--- src/rtl/i2c_bert_pkg.sv ---
// Shared types and constants for the I2C BERT sequencer slice.
package i2c_bert_pkg;

  typedef enum logic [2:0] {
    ST_IDLE = 3'd0,
    ST_REQ  = 3'd1,
    ST_TX   = 3'd2,
    ST_RX   = 3'd3,
    ST_DONE = 3'd4
  } st_e;

  typedef enum logic {
    PAT_PRBS7 = 1'b0,
    PAT_INC   = 1'b1
  } pat_e;

  // Configuration word field positions
  localparam int CFG_N_LSB    = 0;
  localparam int CFG_N_MSB    = 7;
  localparam int CFG_PAT_BIT  = 8;
  localparam int CFG_SEED_LSB = 9;
  localparam int CFG_SEED_MSB = 15;

  // PRBS7 (x^7 + x^6 + 1) feedback taps and the substitute for an all-zero seed
  localparam int         PRBS7_TAP_HI    = 6;
  localparam int         PRBS7_TAP_LO    = 5;
  localparam logic [6:0] PRBS7_ZERO_SEED = 7'h7F;

  // Runs the LFSR for eight bits: returns {byte (first bit in MSB), next state}
  function automatic logic [14:0] prbs7_run8(input logic [6:0] state);
    logic [6:0] s;
    logic [7:0] q;
    logic       b;
    s = state;
    q = 8'h00;
    for (int i = 0; i < 8; i++) begin
      b = s[PRBS7_TAP_HI] ^ s[PRBS7_TAP_LO];
      q = {q[6:0], b};
      s = {s[5:0], b};
    end
    return {q, s};
  endfunction

endpackage

--- src/rtl/i2c_bert_seq_ctrl_if.sv ---
// Datapath handshake bundle between the BERT sequencer and the I2C datapath.
interface i2c_bert_seq_ctrl_if;
  logic       dp_req;
  logic       dp_gnt;
  logic       dp_valid;
  logic [7:0] dp_data;
  logic       dp_ready;
  logic       rx_valid;
  logic [7:0] rx_data;

  modport master (
    output dp_req, dp_valid, dp_data,
    input  dp_gnt, dp_ready, rx_valid, rx_data
  );

  modport slave (
    input  dp_req, dp_valid, dp_data,
    output dp_gnt, dp_ready, rx_valid, rx_data
  );
endinterface

--- src/rtl/i2c_bert_patgen.sv ---
// Test pattern generator: PRBS7 or incrementing byte stream.
// The output byte is a pure function of the held state; advance steps to the next byte.
module i2c_bert_patgen
  import i2c_bert_pkg::*;
(
  input  logic       clk,
  input  logic       rst_n,
  input  logic       load,
  input  pat_e       pat_sel,
  input  logic [6:0] seed,
  input  logic       advance,
  output logic [7:0] data
);

  pat_e        mode_r;
  logic [7:0]  state_r;
  logic [14:0] prbs_s;

  assign prbs_s = prbs7_run8(state_r[6:0]);

  // Select the current byte for the active pattern
  always_comb begin
    data = 8'h00;
    case (mode_r)
      PAT_INC:   data = state_r;
      PAT_PRBS7: data = prbs_s[14:7];
      default:   data = 8'h00;
    endcase
  end

  // Load the seed on run start and step the generator once per sent byte
  always_ff @(posedge clk) begin
    if (!rst_n) begin
      mode_r  <= PAT_PRBS7;
      state_r <= 8'h00;
    end else if (load) begin
      mode_r <= pat_sel;
      if (pat_sel == PAT_INC) begin
        state_r <= {1'b0, seed};
      end else begin
        state_r <= {1'b0, (seed == 7'h00) ? PRBS7_ZERO_SEED : seed};
      end
    end else if (advance) begin
      if (mode_r == PAT_INC) begin
        state_r <= state_r + 8'd1;
      end else begin
        state_r <= {1'b0, prbs_s[6:0]};
      end
    end
  end

endmodule

--- src/rtl/i2c_bert_seq_ctrl.sv ---
// BERT sequencer: requests the datapath, sends N pattern bytes one at a time,
// compares each returned byte and reports error/byte counts, pass and timeout.
module i2c_bert_seq_ctrl
  import i2c_bert_pkg::*;
#(
  parameter int TIMEOUT_CYCLES = 4095,
  parameter int CNT_W          = 16
) (
  input  logic                clk,
  input  logic                rst_n,
  input  logic                ena,
  input  logic [31:0]         cfg,
  input  logic                start,
  input  logic                abort,
  i2c_bert_seq_ctrl_if.master dp,
  output logic                busy,
  output logic                done,
  output logic                pass,
  output logic                timeout,
  output logic [CNT_W-1:0]    err_count,
  output logic [CNT_W-1:0]    byte_count
);

  localparam int                WAIT_W     = $clog2(TIMEOUT_CYCLES + 1);
  localparam logic [WAIT_W-1:0] WAIT_LIMIT = WAIT_W'(TIMEOUT_CYCLES);
  localparam logic [CNT_W-1:0]  CNT_MAX    = {CNT_W{1'b1}};
  localparam logic [CNT_W-1:0]  CNT_ZERO   = {CNT_W{1'b0}};

  st_e               state_r, state_nx_s;
  logic [7:0]        cfg_n_r;
  logic [WAIT_W-1:0] wait_r;
  logic [7:0]        exp_r;
  logic [7:0]        gen_data_s;
  pat_e              pat_sel_s;
  logic              dp_req_r, dp_valid_r, busy_r, done_r, pass_r, timeout_r;
  logic [7:0]        dp_data_r;
  logic [CNT_W-1:0]  err_r, byte_r, err_nx_s, byte_nx_s, n_total_s;
  logic              pass_nx_s, timeout_nx_s;
  logic              kill_s, launch_s, load_s, adv_s, cmp_s, tmo_s, wait_clr_s;
  logic              last_s, mismatch_s, wait_hit_s;
  logic              cfg_unused_s;

  // Reserved configuration bits carry no meaning here
  assign cfg_unused_s = ^cfg[31:16];

  assign kill_s     = abort || !ena;
  assign launch_s   = start && ena && !abort;
  assign n_total_s  = (cfg_n_r == 8'd0) ? CNT_W'(9'd256) : CNT_W'(cfg_n_r);
  assign last_s     = ((byte_r + CNT_W'(1'b1)) == n_total_s);
  assign mismatch_s = (dp.rx_data != exp_r);
  assign wait_hit_s = (wait_r == WAIT_LIMIT);
  assign pat_sel_s  = pat_e'(cfg[CFG_PAT_BIT]);

  i2c_bert_patgen u_patgen (
    .clk     (clk),
    .rst_n   (rst_n),
    .load    (load_s),
    .pat_sel (pat_sel_s),
    .seed    (cfg[CFG_SEED_MSB:CFG_SEED_LSB]),
    .advance (adv_s),
    .data    (gen_data_s)
  );

  // Next-state and per-cycle control strobes
  always_comb begin
    state_nx_s = state_r;
    load_s     = 1'b0;
    adv_s      = 1'b0;
    cmp_s      = 1'b0;
    tmo_s      = 1'b0;
    wait_clr_s = 1'b0;
    case (state_r)
      ST_IDLE: begin
        if (launch_s) begin
          state_nx_s = ST_REQ;
          load_s     = 1'b1;
          wait_clr_s = 1'b1;
        end else begin
          state_nx_s = ST_IDLE;
        end
      end
      ST_REQ: begin
        if (kill_s) begin
          state_nx_s = ST_IDLE;
        end else if (dp.dp_gnt) begin
          state_nx_s = ST_TX;
        end else if (wait_hit_s) begin
          state_nx_s = ST_DONE;
          tmo_s      = 1'b1;
        end else begin
          state_nx_s = ST_REQ;
        end
      end
      ST_TX: begin
        if (kill_s) begin
          state_nx_s = ST_IDLE;
        end else if (dp_valid_r && dp.dp_ready) begin
          state_nx_s = ST_RX;
          adv_s      = 1'b1;
          wait_clr_s = 1'b1;
        end else begin
          state_nx_s = ST_TX;
        end
      end
      ST_RX: begin
        if (kill_s) begin
          state_nx_s = ST_IDLE;
        end else if (dp.rx_valid) begin
          cmp_s      = 1'b1;
          state_nx_s = last_s ? ST_DONE : ST_TX;
        end else if (wait_hit_s) begin
          state_nx_s = ST_DONE;
          tmo_s      = 1'b1;
        end else begin
          state_nx_s = ST_RX;
        end
      end
      ST_DONE: state_nx_s = ST_IDLE;
      default: state_nx_s = ST_IDLE;
    endcase
  end

  // Next values of the result counters and flags; pass is settled on DONE entry
  always_comb begin
    err_nx_s     = err_r;
    byte_nx_s    = byte_r;
    timeout_nx_s = timeout_r;
    pass_nx_s    = pass_r;
    if (load_s) begin
      err_nx_s     = CNT_ZERO;
      byte_nx_s    = CNT_ZERO;
      timeout_nx_s = 1'b0;
      pass_nx_s    = 1'b0;
    end else begin
      if (cmp_s) begin
        byte_nx_s = byte_r + CNT_W'(1'b1);
        if (mismatch_s && (err_r != CNT_MAX)) begin
          err_nx_s = err_r + CNT_W'(1'b1);
        end else begin
          err_nx_s = err_r;
        end
      end else begin
        byte_nx_s = byte_r;
      end
      if (tmo_s) begin
        timeout_nx_s = 1'b1;
      end else begin
        timeout_nx_s = timeout_r;
      end
      if (state_nx_s == ST_DONE) begin
        pass_nx_s = (err_nx_s == CNT_ZERO) && !timeout_nx_s;
      end else begin
        pass_nx_s = pass_r;
      end
    end
  end

  // State, configuration copy, wait counter and expected-byte registers
  always_ff @(posedge clk) begin
    if (!rst_n) begin
      state_r <= ST_IDLE;
      cfg_n_r <= 8'h00;
      wait_r  <= {WAIT_W{1'b0}};
      exp_r   <= 8'h00;
    end else begin
      state_r <= state_nx_s;
      if (load_s) begin
        cfg_n_r <= cfg[CFG_N_MSB:CFG_N_LSB];
      end
      if (wait_clr_s) begin
        wait_r <= {WAIT_W{1'b0}};
      end else if (!wait_hit_s) begin
        wait_r <= wait_r + WAIT_W'(1'b1);
      end
      if (adv_s) begin
        exp_r <= dp_data_r;
      end
    end
  end

  // Registered outputs, all derived from the next state
  always_ff @(posedge clk) begin
    if (!rst_n) begin
      dp_req_r   <= 1'b0;
      dp_valid_r <= 1'b0;
      dp_data_r  <= 8'h00;
      busy_r     <= 1'b0;
      done_r     <= 1'b0;
      pass_r     <= 1'b0;
      timeout_r  <= 1'b0;
      err_r      <= CNT_ZERO;
      byte_r     <= CNT_ZERO;
    end else begin
      dp_req_r   <= (state_nx_s == ST_REQ) || (state_nx_s == ST_TX) || (state_nx_s == ST_RX);
      dp_valid_r <= (state_nx_s == ST_TX);
      if ((state_nx_s == ST_TX) && (state_r != ST_TX)) begin
        dp_data_r <= gen_data_s;
      end
      busy_r     <= (state_nx_s != ST_IDLE);
      done_r     <= (state_nx_s == ST_DONE);
      pass_r     <= pass_nx_s;
      timeout_r  <= timeout_nx_s;
      err_r      <= err_nx_s;
      byte_r     <= byte_nx_s;
    end
  end

  assign dp.dp_req   = dp_req_r;
  assign dp.dp_valid = dp_valid_r;
  assign dp.dp_data  = dp_data_r;
  assign busy        = busy_r;
  assign done        = done_r;
  assign pass        = pass_r;
  assign timeout     = timeout_r;
  assign err_count   = err_r;
  assign byte_count  = byte_r;

endmodule
--- src/flat_wrapper.sv ---
// flat-port wrapper written by rule: the top's interface ports become plain ports
module i2c_bert_seq_ctrl_flat import i2c_bert_pkg::*;
#(
  parameter int TIMEOUT_CYCLES = 4095,
  parameter int CNT_W          = 16
)
  (clk, rst_n, ena, cfg, start, abort, busy, done, pass, timeout, err_count, byte_count, dp_dp_req, dp_dp_valid, dp_dp_data, dp_dp_gnt, dp_dp_ready, dp_rx_valid, dp_rx_data);
  i2c_bert_seq_ctrl_if dp_i ();
  input  logic clk;
  input  logic rst_n;
  input  logic ena;
  input  logic [31:0] cfg;
  input  logic start;
  input  logic abort;
  output logic busy;
  output logic done;
  output logic pass;
  output logic timeout;
  output logic [CNT_W-1:0] err_count;
  output logic [CNT_W-1:0] byte_count;
  output wire logic [$bits(dp_i.dp_req)-1:0] dp_dp_req;
  output wire logic [$bits(dp_i.dp_valid)-1:0] dp_dp_valid;
  output wire logic [$bits(dp_i.dp_data)-1:0] dp_dp_data;
  input wire logic [$bits(dp_i.dp_gnt)-1:0] dp_dp_gnt;
  input wire logic [$bits(dp_i.dp_ready)-1:0] dp_dp_ready;
  input wire logic [$bits(dp_i.rx_valid)-1:0] dp_rx_valid;
  input wire logic [$bits(dp_i.rx_data)-1:0] dp_rx_data;
  assign dp_dp_req = dp_i.dp_req;
  assign dp_dp_valid = dp_i.dp_valid;
  assign dp_dp_data = dp_i.dp_data;
  assign dp_i.dp_gnt = dp_dp_gnt;
  assign dp_i.dp_ready = dp_dp_ready;
  assign dp_i.rx_valid = dp_rx_valid;
  assign dp_i.rx_data = dp_rx_data;
  i2c_bert_seq_ctrl #(.TIMEOUT_CYCLES(TIMEOUT_CYCLES), .CNT_W(CNT_W)) u_core (.clk(clk), .rst_n(rst_n), .ena(ena), .cfg(cfg), .start(start), .abort(abort), .dp(dp_i), .busy(busy), .done(done), .pass(pass), .timeout(timeout), .err_count(err_count), .byte_count(byte_count));
endmodule
--- config.mk ---
export PLATFORM = sky130hd
export DESIGN_NAME = i2c_bert_seq_ctrl_flat
export DESIGN_NICKNAME = d
export VERILOG_FILES = /design/src/rtl/i2c_bert_pkg.sv /design/src/rtl/i2c_bert_seq_ctrl_if.sv /design/src/rtl/i2c_bert_patgen.sv /design/src/rtl/i2c_bert_seq_ctrl.sv /design/src/flat_wrapper.sv
export SDC_FILE = /design/constraint.sdc
export NUM_CORES = 1
export LEC_CHECK = 0
export CORE_MARGIN = 3
export CORE_UTILIZATION = 48
export DETAILED_ROUTE_END_ITERATION = 8
export GPL_ROUTABILITY_DRIVEN = 1
export HOLD_SLACK_MARGIN = 0.15
export PLACE_DENSITY = 0.87
export SYNTH_ARGS = -nofsm -noshare
export SYNTH_HDL_FRONTEND = slang
export SYNTH_HIERARCHICAL = 1
export SYNTH_SLANG_ARGS = --single-unit
--- constraint.sdc ---
create_clock -name clk -period 2.2 [get_ports clk]
set_input_delay 0.33 -clock clk [delete_from_list [all_inputs] [get_ports clk]]
set_output_delay 0.33 -clock clk [all_outputs]
set_load 0.005 [all_outputs]
Word-level counts from Yosys, hierarchy flattened
Cells that the tools add are included.
- word-level logic and storage cells: 99
- output and inout bits: 46
- register bits: 86
- mux-type cells: 38
- equality and inequality tests: 12
- add/subtract/negate cells: 4
- bitwise operators: 10
- reduce and logical (&&, ||, !) cells: 20
- operator list (operator ; number):
    $mux 16 ; 3
    $add 16x1->16 const B ; 2
    $mux 3 ; 8
    $mux 8 ; 3
    $mux 1 ; 17
    $eq 16x16->1 ; 1
    $logic_not 16->1 ; 1
    $ne 16x16->1 const B ; 1
    $pmux 8 s2 ; 1
    $mux 7 ; 2
    $add 12x1->12 const B ; 1
    $eq 12x12->1 const B ; 1
    $eq 3x2->1 const B ; 4
    $pmux 3 s4 ; 1
    $mux 9 ; 1
    $add 8x1->8 const B ; 1
    $logic_not 8->1 ; 1
    $ne 8x8->1 ; 1
    $xor 1x1->1 ; 8
    $logic_not 7->1 ; 1
    $eq 3x1->1 const B ; 2
    $logic_and 1x1->1 ; 6
    $pmux 1 s2 ; 2
    $reduce_or 2->1 ; 2
    8 further kinds ; 13

Depth between registers and ports, before layout
Gate-level depths: netlist of run 1.
- depth in word-level cells: 10
- depth in mapped cells: 11

By module
The synthesis of run 1 kept the hierarchy.
- by module, submodules not included (module ; sequential area each (um^2) ; cells an instance ; times used ; area an instance (um^2)):
    i2c_bert_seq_ctrl ; 1541.5 ; 496 ; 1 ; 4119.0
    i2c_bert_patgen ; 180.2 ; 98 ; 1 ; 810.8

Worst setup path after synthesis of run 1
OpenSTA, ideal clock, no wires.
- kind: reg-to-reg
- from: register u_core.byte_r[0], in the netlist u_core/byte_count[0]
- to: register u_core.dp_req_r, in the netlist u_core/dp.dp_req
- slack: -0.178 ns
- clock period less this slack: 2.378 ns
- library setup time: 0.120 ns
- arrival time: 2.258 ns
- cell stages (with the launch flop): 12
- cell sequence: dfxtp_1 > ha_1 > buf_2 > nand4_1 > nor3_1 > mux2i_1 > o2111ai_2 > nor4_4 > nor2_1 > o21ai_2 > inv_2 > or2_1
- cells in the longest elaborated chain, start to end: 9
- elaborated cells between the ends (all ways): 11
- those cells by class: add/sub: 1; eq/ne: 4; mux: 4; reduce/logical: 2
- ends and longest elaborated chain (item ; line ; source):
    from (decl) ; i2c_bert_seq_ctrl.sv:37 ; logic [CNT_W-1:0] err_r, byte_r, err_nx_s, byte_nx_s, n_total_s;
    from (signal assigned) ; i2c_bert_seq_ctrl.sv:204 ; byte_r <= byte_nx_s;
    $add 16x1->16 * ; i2c_bert_seq_ctrl.sv:49 ; assign last_s = ((byte_r + CNT_W'(1'b1)) == n_total_s);
    $eq 16x16->1 * ; i2c_bert_seq_ctrl.sv:49 ;
    $mux 3 * ; i2c_bert_seq_ctrl.sv:110 ; state_nx_s = last_s ? ST_DONE : ST_TX;
    $mux 3 * ; i2c_bert_seq_ctrl.sv:108 ; end else if (dp.rx_valid) begin
    $mux 3 * ; i2c_bert_seq_ctrl.sv:106 ; if (kill_s) begin
    $pmux 3 s4 * ; i2c_bert_seq_ctrl.sv:72 ; case (state_r)
    $eq 3x1->1 or $eq 3x2->1 (tied branches) ; i2c_bert_seq_ctrl.sv:194 ; dp_req_r <= (state_nx_s == ST_REQ) || (state_nx_s == ST_TX) || (state_nx_s == ST_RX);
    $logic_or 1x1->1 ; i2c_bert_seq_ctrl.sv:194 ;
    $logic_or 1x1->1 * ; i2c_bert_seq_ctrl.sv:194 ;
    to (signal assigned) ; i2c_bert_seq_ctrl.sv:194 ;
    to (decl) ; i2c_bert_seq_ctrl.sv:35 ; logic dp_req_r, dp_valid_r, busy_r, done_r, pass_r, timeout_r;
Mark *: on every way between the ends. The rest lies on a longest branch, timed or not.
A chain may end at the register's enable or synchronous reset.

Final worst setup path of run 1
- from: register u_core.byte_r[3], in the netlist u_core/byte_count[3]
- to: register u_core.dp_data_r[6], in the netlist u_core/dp.dp_data[6]
- cells in the longest elaborated chain, start to end: 8
- ends and longest elaborated chain (item ; line ; source):
    $add 16x1->16 ; i2c_bert_seq_ctrl.sv:49 ;
    $eq 16x16->1 ; i2c_bert_seq_ctrl.sv:49 ;
    $mux 3 ; i2c_bert_seq_ctrl.sv:110 ;
    $mux 3 ; i2c_bert_seq_ctrl.sv:108 ;
    $mux 3 ; i2c_bert_seq_ctrl.sv:106 ;
    $pmux 3 s4 ; i2c_bert_seq_ctrl.sv:72 ;
    $eq 3x2->1 ; i2c_bert_seq_ctrl.sv:196 ; if ((state_nx_s == ST_TX) && (state_r != ST_TX)) begin
    $logic_and 1x1->1 ; i2c_bert_seq_ctrl.sv:196 ;
    to (signal assigned) ; i2c_bert_seq_ctrl.sv:197 ; dp_data_r <= gen_data_s;
    to (decl) ; i2c_bert_seq_ctrl.sv:36 ; logic [7:0] dp_data_r;
No other way between the ends.

==> results by group, run 1 <==
Status
  • Status: finished, violations left
  • Violated checks: negative setup slack

Die
  • Starting Density: about half
  • Die W: 107.3 um
  • Chip Height: 107.3 um
  • I/O Pins: 94
  • Full die area: 11520 um2
  • Core Area: 9864 um2
  • Row Count: 36

Synthesis
  • Netlist cell types: 64
  • EDFF count, synth: 0
  • FF+latch count, synth: 86
  • Synth Instances: 594
  • Ys Warns: 6
  • Avg Cell Area, Syn: 8.299 um2
  • Share of async-settable or async-resettable flops after synthesis: 0%
  • Seq/Total Area, Yosys: 34.92%
  • Mapped cell area: 4930 um2
  • Main flop type after synthesis: dfxtp_1
  • Post-synth net total: 651

Clock tree
  • Root Buffer: clkbuf_8
  • Worst-path clk slew: 100 ps
  • CTS sink count: 86
  • Total CTS buffers: 9
  • H-tree lvl count: 3
  • CTS Buffer Depth: 2
  • CTS tree: done
  • Later-pin clock latency in the skew report: 370 ps

Routing
  • Vias: 5280
  • Post-route ant nets: 0
  • Initial DRC Count: 388
  • Via density: approximately 5.9
  • # DRC: 0
  • Drt pass-1 iters: 5
  • WL per Instance: 17.30 um
  • DRT Wirelength: 15520 um

Cells and area
  • Area grow syn2layout: 42.13%
  • Most frequent cells in the layout: 103 x buf_4, 78 x dfxtp_1, 77 x clkdlybuf4s50_1
  • Share of layout cells above drive strength 1: 26.96%
  • Register area: 1737 um2
  • Multi-input gate area: 3244 um2
  • Post-route design area: 7007 um2
  • Commonest non-fill, non-tap cell in the layout: buf_4
  • N_diodes: 0
  • Non-filler cells, final: 897
  • Fill cells: 702
  • Total Nets Final: 816

Pwr
  • Power per cell area: around 430 nW/um2
  • Pleak: approximately 0.0026 uW
  • Maximum VDD drop: 0.3155 mV

Global route
  • Grt ovf: 0
  • Largest net degree at the start of global routing: 27
  • First-pass GRT wire length: approximately 25000 um
  • Antenna violations before repair: 0
  • GRT Overall Usage: 26.39%
  • Vias in the first global route: 5206

STA
  • Setup Skew: around 14 ps
  • Max Slew Vio Count: 0
  • Post-route minimum period: 2461 ps
  • Period utilisation layout: 111.9%
  • Max Freq: 406.3 MHz
  • RSZ-0062 raised after global routing: true
  • # setup viols final: 14
  • Worst-Margin Slew: 834.4 ps
  • Worst slew margin: ~44%
  • Count of final hold-check violations: 0
  • Worst setup margin: -261.4 ps

Worst setup path
  • Critical Path Source Type: flop
  • CP required: 2470 ps
  • Crit path from: u_core/byte_count[3]
  • CP endpoint kind: flop
  • Crit Path Class: flop to flop
  • Reg2reg start: u_core/byte_count[3]
  • R2R depth: 11
  • Worst Path Arrival: between 2000 and 3000 ps
  • Reg-to-Reg End: u_core/dp.dp_data[6]
  • CP max FO: 8
  • Setup crit end: u_core/dp.dp_data[6]
  • R2R setup slack: -260 ps

Placement
  • Dpl cells: 875
  • HPWL Detailed: 10540 um
  • Final Wtd Congestion: 0.8881
  • Area after DPL: roughly 6500 um2
  • Port Buf Inserts: 77

Job
  • Maxcap violations: 0

Worst hold path
  • Hold crit path type: flop to flop
[metrics by stage]
step                total power [uW]  utilization [%]  hold slack [ps]  setup slack [ps]  TNS, ps
floorplan                       1792                -            453.6            -49.09   -49.09
global placement                1931            65.99            456.2            -297.8    -3318
detailed placement              1946            65.99            483.6            -438.9    -4731
CTS                             3008            70.27            494.6            -57.75   -321.7
global route                    3120            71.03            523.0            -328.9    -3660
finish                          3007            71.03            494.5            -261.4    -2835
[logic make-up after synthesis]
group	synth area share, %
compound gates	13.81
xor+xnor	10.84
fa+ha+maj	2.284
buf+inv	4.264
flops	34.92
mux	5.305
simple gates	28.58
[worst min path at each step]
| stage | cells after the start | end | start | slack [ps] |
|---|---|---|---|---|
| floorplan | 2 | u_core/u_patgen/state_r[7] | u_core/u_patgen/state_r[7] | 450 |
| global route | 3 | u_core/cfg_n_r[0] | cfg[0] | 520 |
| finish | 2 | u_core/dp.dp_data[5] | u_core/dp.dp_data[5] | 490 |
| detailed placement | 2 | u_core/dp.dp_data[5] | u_core/dp.dp_data[5] | 480 |
| CTS | 2 | u_core/dp.dp_data[5] | u_core/dp.dp_data[5] | 490 |
| global placement | 2 | u_core/dp.dp_data[0] | u_core/dp.dp_data[0] | 460 |
[where the power goes]
| group | switching (uW) | internal, uW | total (uW) | leakage [uW] |
|---|---|---|---|---|
| logic | 170 | 182 | 352 | 0.00177 |
| clock network | 631 | 427 | 1060 | 0.0000925 |
| registers | 24.9 | 1570 | 1600 | 0.000699 |
[critical path, cell delays in order, from the launching register on]
cell	delay (ps)
dfxtp_2	380
buf_4	160
and3_1	200
nand3_1	190
xnor2_2	350
nand3_1	190
nor4_4	330
buf_4	170
o21ai_4	90
buf_12	160
nand3_2	60
o21ai_1	60
[per-layer routing]
metal  vias to the layer above  global-route usage, %  wire length [um]  part of all wire [%]
met5                         -                      0                 0                     0
met4                         0                  12.89               774                   5.0
met3                        84                  5.699               954                   6.1
met2                       242                  46.92              7866                    51
met1                      2522                  29.79              5920                    38
li1                       2432                      -                 -                     -
[flip-flops by register name (all words and copies together), names as in the netlist, 3 cells and up]
register and cells:
u_core/byte_count 16, u_core/dp.dp_data 8, u_core/cfg_n_r 8, u_core/state_r 3, u_core/wait_r 12, u_core/exp_r 8
u_core/err_count 16, u_core/u_patgen/state_r 8
[Yosys cell counts (all sizes together), types with 3 or more instances]
cell type	n	share of area (%)
nand3	44	4.6
or2	6	0.76
ha	9	2.3
and3	6	0.76
nand4	18	2.4
dfxtp	86	35
xnor2	34	6.0
nor4	12	2.1
clkbuf	15	1.2
mux2i	16	3.2
or3	11	1.4
nor3	11	1.1
o31a	6	1.1
o31ai	3	0.66
a211o	3	0.53
o21ai	38	4.2
a211oi	3	0.66
o21a	3	0.46
nor3b	4	0.71
inv	11	0.84
or4	4	0.69
o211ai	4	0.61
nor2b	14	1.9
nor2	67	5.3
buf	16	2.2
a21oi	21	2.1
and4	5	0.89
xor2	27	4.8
a21boi	9	1.4
nand2	56	4.3
nand2b	6	0.76
mux2	9	2.1
[area by class of cell]
cell class,count,share of cell area (%)
Clock buffer,9,1.768
Clock inverter,7,0.8036
Inverter,12,0.6429
Multi-Input combinational cell,465,46.30
Sequential cell,86,24.79
Tap cell,133,2.375
Timing Repair Buffer,185,23.32
[what timing repair did]
action | 4_1_cts | 5_1_grt
gates resized for setup | 39 | 14
gates cloned | 1 | 0
hold buffers | 0 | 0
pin swaps | 17 | 8
setup buffers | 5 | 0
endpoints found under the setup margin | 13 | 15
Note: power is estimated with default switching activity, not from simulation.
==> inputs of run 2 (changes only) <==
Settings changed: CAP_MARGIN set to 40.
==> results of run 2 <==
The final DEF is identical to that of run 1; final timing and power are the same.
==> inputs of run 3 (changes only) <==
Settings changed: PLACE_DENSITY 0.87 to 0.84.
==> run 3 against run 2 <==
The run still ends with negative setup slack left. Sequential power barely moved. Worst setup slack got worse by 54 ps. Critical path depth fell by 2. Critical path type unchanged. Critical endpoint is now u_core/pass. Largest cell class unchanged.
==> results by group, run 3 (synthesized netlist as in run 1, its figures left out) <==
Status
  • Status: finished, violations left (unchanged)
  • Violated checks: negative setup slack (unchanged)

Worst setup path
  • CP endpoint kind: flop (unchanged)
  • CP max FO: 2 (was 8)
  • Crit Path Class: flop to flop (unchanged)
  • R2R depth: 9 (was 11)
  • Critical Path Source Type: flop (unchanged)
  • Worst Path Arrival: 2810 ps (was 2730 ps)
  • CP required: 2490 ps (was 2470 ps)

STA
  • Worst-Margin Slew: 743.0 ps (was 834.4 ps)
  • # setup viols final: 14 (unchanged)
  • Max Slew Vio Count: 0 (unchanged)
  • Worst setup margin: -315.7 ps (was -261.4 ps)
  • Period utilisation layout: 114.4% (was 111.9%)
  • Max Freq: 397.5 MHz (was 406.3 MHz)
  • Setup Skew: 14.66 ps (was 14.00 ps)
  • Worst slew margin: 50.40% (was 44.29%)
  • Count of final hold-check violations: 0 (unchanged)
  • Setup_tns: -1226 ps (was -2835 ps)
  • Post-route minimum period: 2516 ps (was 2461 ps)
  • RSZ-0062 raised after global routing: true (unchanged)

Cells and area
  • Non-filler cells, final: 899 (was 897)
  • Post-route design area: 7083 um2 (was 7007 um2)
  • Share of layout cells above drive strength 1: 27.94% (was 26.96%)
  • N_diodes: 0 (unchanged)
  • Most frequent cells in the layout: 104 x buf_4, 77 x clkdlybuf4s50_1, 75 x dfxtp_1 (was 103 x buf_4, 78 x dfxtp_1, 77 x clkdlybuf4s50_1)
  • Multi-input gate area: 3254 um2 (was 3244 um2)
  • Total Nets Final: 819 (was 816)
  • Register area: 1740 um2 (was 1737 um2)
  • Fill cells: 704 (was 702)
  • Commonest non-fill, non-tap cell in the layout: buf_4 (unchanged)
  • Area grow syn2layout: 43.68% (was 42.13%)

Global route
  • GRT Overall Usage: 24.68% (was 26.39%)
  • Vias in the first global route: 4922 (was 5206)
  • First-pass GRT wire length: 23090 um (was 24530 um)
  • Antenna violations before repair: 0 (unchanged)
  • Largest net degree at the start of global routing: 38 (was 27)
  • Grt ovf: 0 (unchanged)

Placement
  • Dpl cells: 874 (was 875)
  • Final Wtd Congestion: 0.9232 (was 0.8881)
  • HPWL Detailed: 10250 um (was 10540 um)
  • Port Buf Inserts: 77 (unchanged)
  • Area after DPL: 6540 um2 (was 6510 um2)

Clock tree
  • CTS Buffer Depth: 2 (unchanged)
  • CTS Hold Bufs: 0 (unchanged)
  • Worst-path clk slew: 80 ps (was 100 ps)
  • Later-pin clock latency in the skew report: 380 ps (was 370 ps)
  • H-tree lvl count: 3 (unchanged)
  • CTS sink count: 86 (unchanged)
  • Total CTS buffers: 9 (unchanged)
  • CTS tree: done (unchanged)
  • Root Buffer: clkbuf_8 (unchanged)

Routing
  • WL per Instance: 17.15 um (was 17.30 um)
  • DRT Wirelength: 15420 um (was 15520 um)
  • Drt pass-1 iters: 5 (unchanged)
  • Post-route ant nets: 0 (unchanged)
  • # DRC: 0 (unchanged)
  • Initial DRC Count: 260 (was 388)
  • Via density: 5.733 (was 5.886)
  • Vias: 5154 (was 5280)

Pwr
  • Power per cell area: 432.9 nW/um2 (was 429.1 nW/um2)
  • Pleak: 0.002598 uW (was 0.002566 uW)
  • Maximum VDD drop: 0.3015 mV (was 0.3155 mV)
  • Overall Power: 3066 uW (was 3007 uW)

Die
  • Row Count: 36 (unchanged)
  • Die W: 107.3 um (unchanged)
  • Full die area: 11520 um2 (unchanged)
  • I/O Pins: 94 (unchanged)
  • Chip Height: 107.3 um (unchanged)
  • Core Area: 9864 um2 (unchanged)
  • Starting Density: 49.97% (unchanged)

Worst hold path
  • Hold crit path type: flop to flop (unchanged)
  • Worst Hold Depth: 2 (unchanged)

Job
  • Maxcap violations: 0 (unchanged)
[run 3: cell types whose count changed in the layout (fill, tap and decap cells not counted), sizes merged]
cell    change
bufinv      +1
clkbuf      +3
buf         +2
inv         -4
[run 3: repair_timing]
action / CTS / global route
setup buffers: 4 / 5
endpoints found under the setup margin: 12 / 16
pin swaps: 5 / 19
gates cloned: 0 / 1
resized for setup: 20 / 37
[run 3: worst paths after layout]
check | from | slack [ps] | endpoint
setup / recovery | u_core/cfg_n_r[0] | -320 | u_core/pass
hold / removal | u_core/dp.dp_data[7] | 480 | u_core/dp.dp_data[7]
hold reg to reg | u_core/dp.dp_data[7] | 480 | u_core/dp.dp_data[7]
setup reg to reg | u_core/cfg_n_r[0] | -320 | u_core/pass
[run 3: metrics by stage]
stage / setup WS, ps / utilization, % / hold WS [ps]
final: -315.7 / 71.80 / 483.3
after global routing: -408.1 / 71.80 / 504.2
after CTS: -76.41 / 69.50 / 483.5
after detailed placement: -340.2 / 66.30 / 466.7
after global placement: -349.9 / 66.30 / 463.7
after floorplan: -49.09 / - / 453.6
[run 3: per-layer routing]
| metal | share of wire (%) | routed length (um) | track usage [%] | vias to the layer above |
|---|---|---|---|---|
| met3 | 6.2 | 958 | 4.079 | 57 |
| met1 | 39 | 6045 | 29.10 | 2421 |
| met5 | 0 | 0 | 0 | - |
| met2 | 51 | 7871 | 44.91 | 242 |
| li1 | - | - | - | 2434 |
| met4 | 3.5 | 546 | 8.837 | 0 |
[run 3: critical path, cell delays in order, from the launching register on]
cell and delay [ps]:
dfxtp_2 330, nor4_2 370, buf_4 200, nand3_1 120, nor2b_4 160, mux2i_1 140, nand3_1 140, or4b_4 580
o21ai_2 160, mux2i_1 230
[run 3: area by class of cell]
| type | count | area share (%) |
|---|---|---|
| multi-input combinational | 465 | 45.95 |
| sequential | 86 | 24.57 |
| timing repair buffer | 188 | 23.83 |
| tap | 133 | 2.349 |
| clock buffer | 11 | 1.996 |
| clock inverter | 4 | 0.6713 |
| inverter | 12 | 0.6359 |
[run 3: report_power, final]
group	switching (uW)	leakage (uW)	internal [uW]
Sequential	23.7	0.000701	1570
Combinational	165	0.00180	182
Clock	578	0.0000952	547
Total	766	0.00260	2300
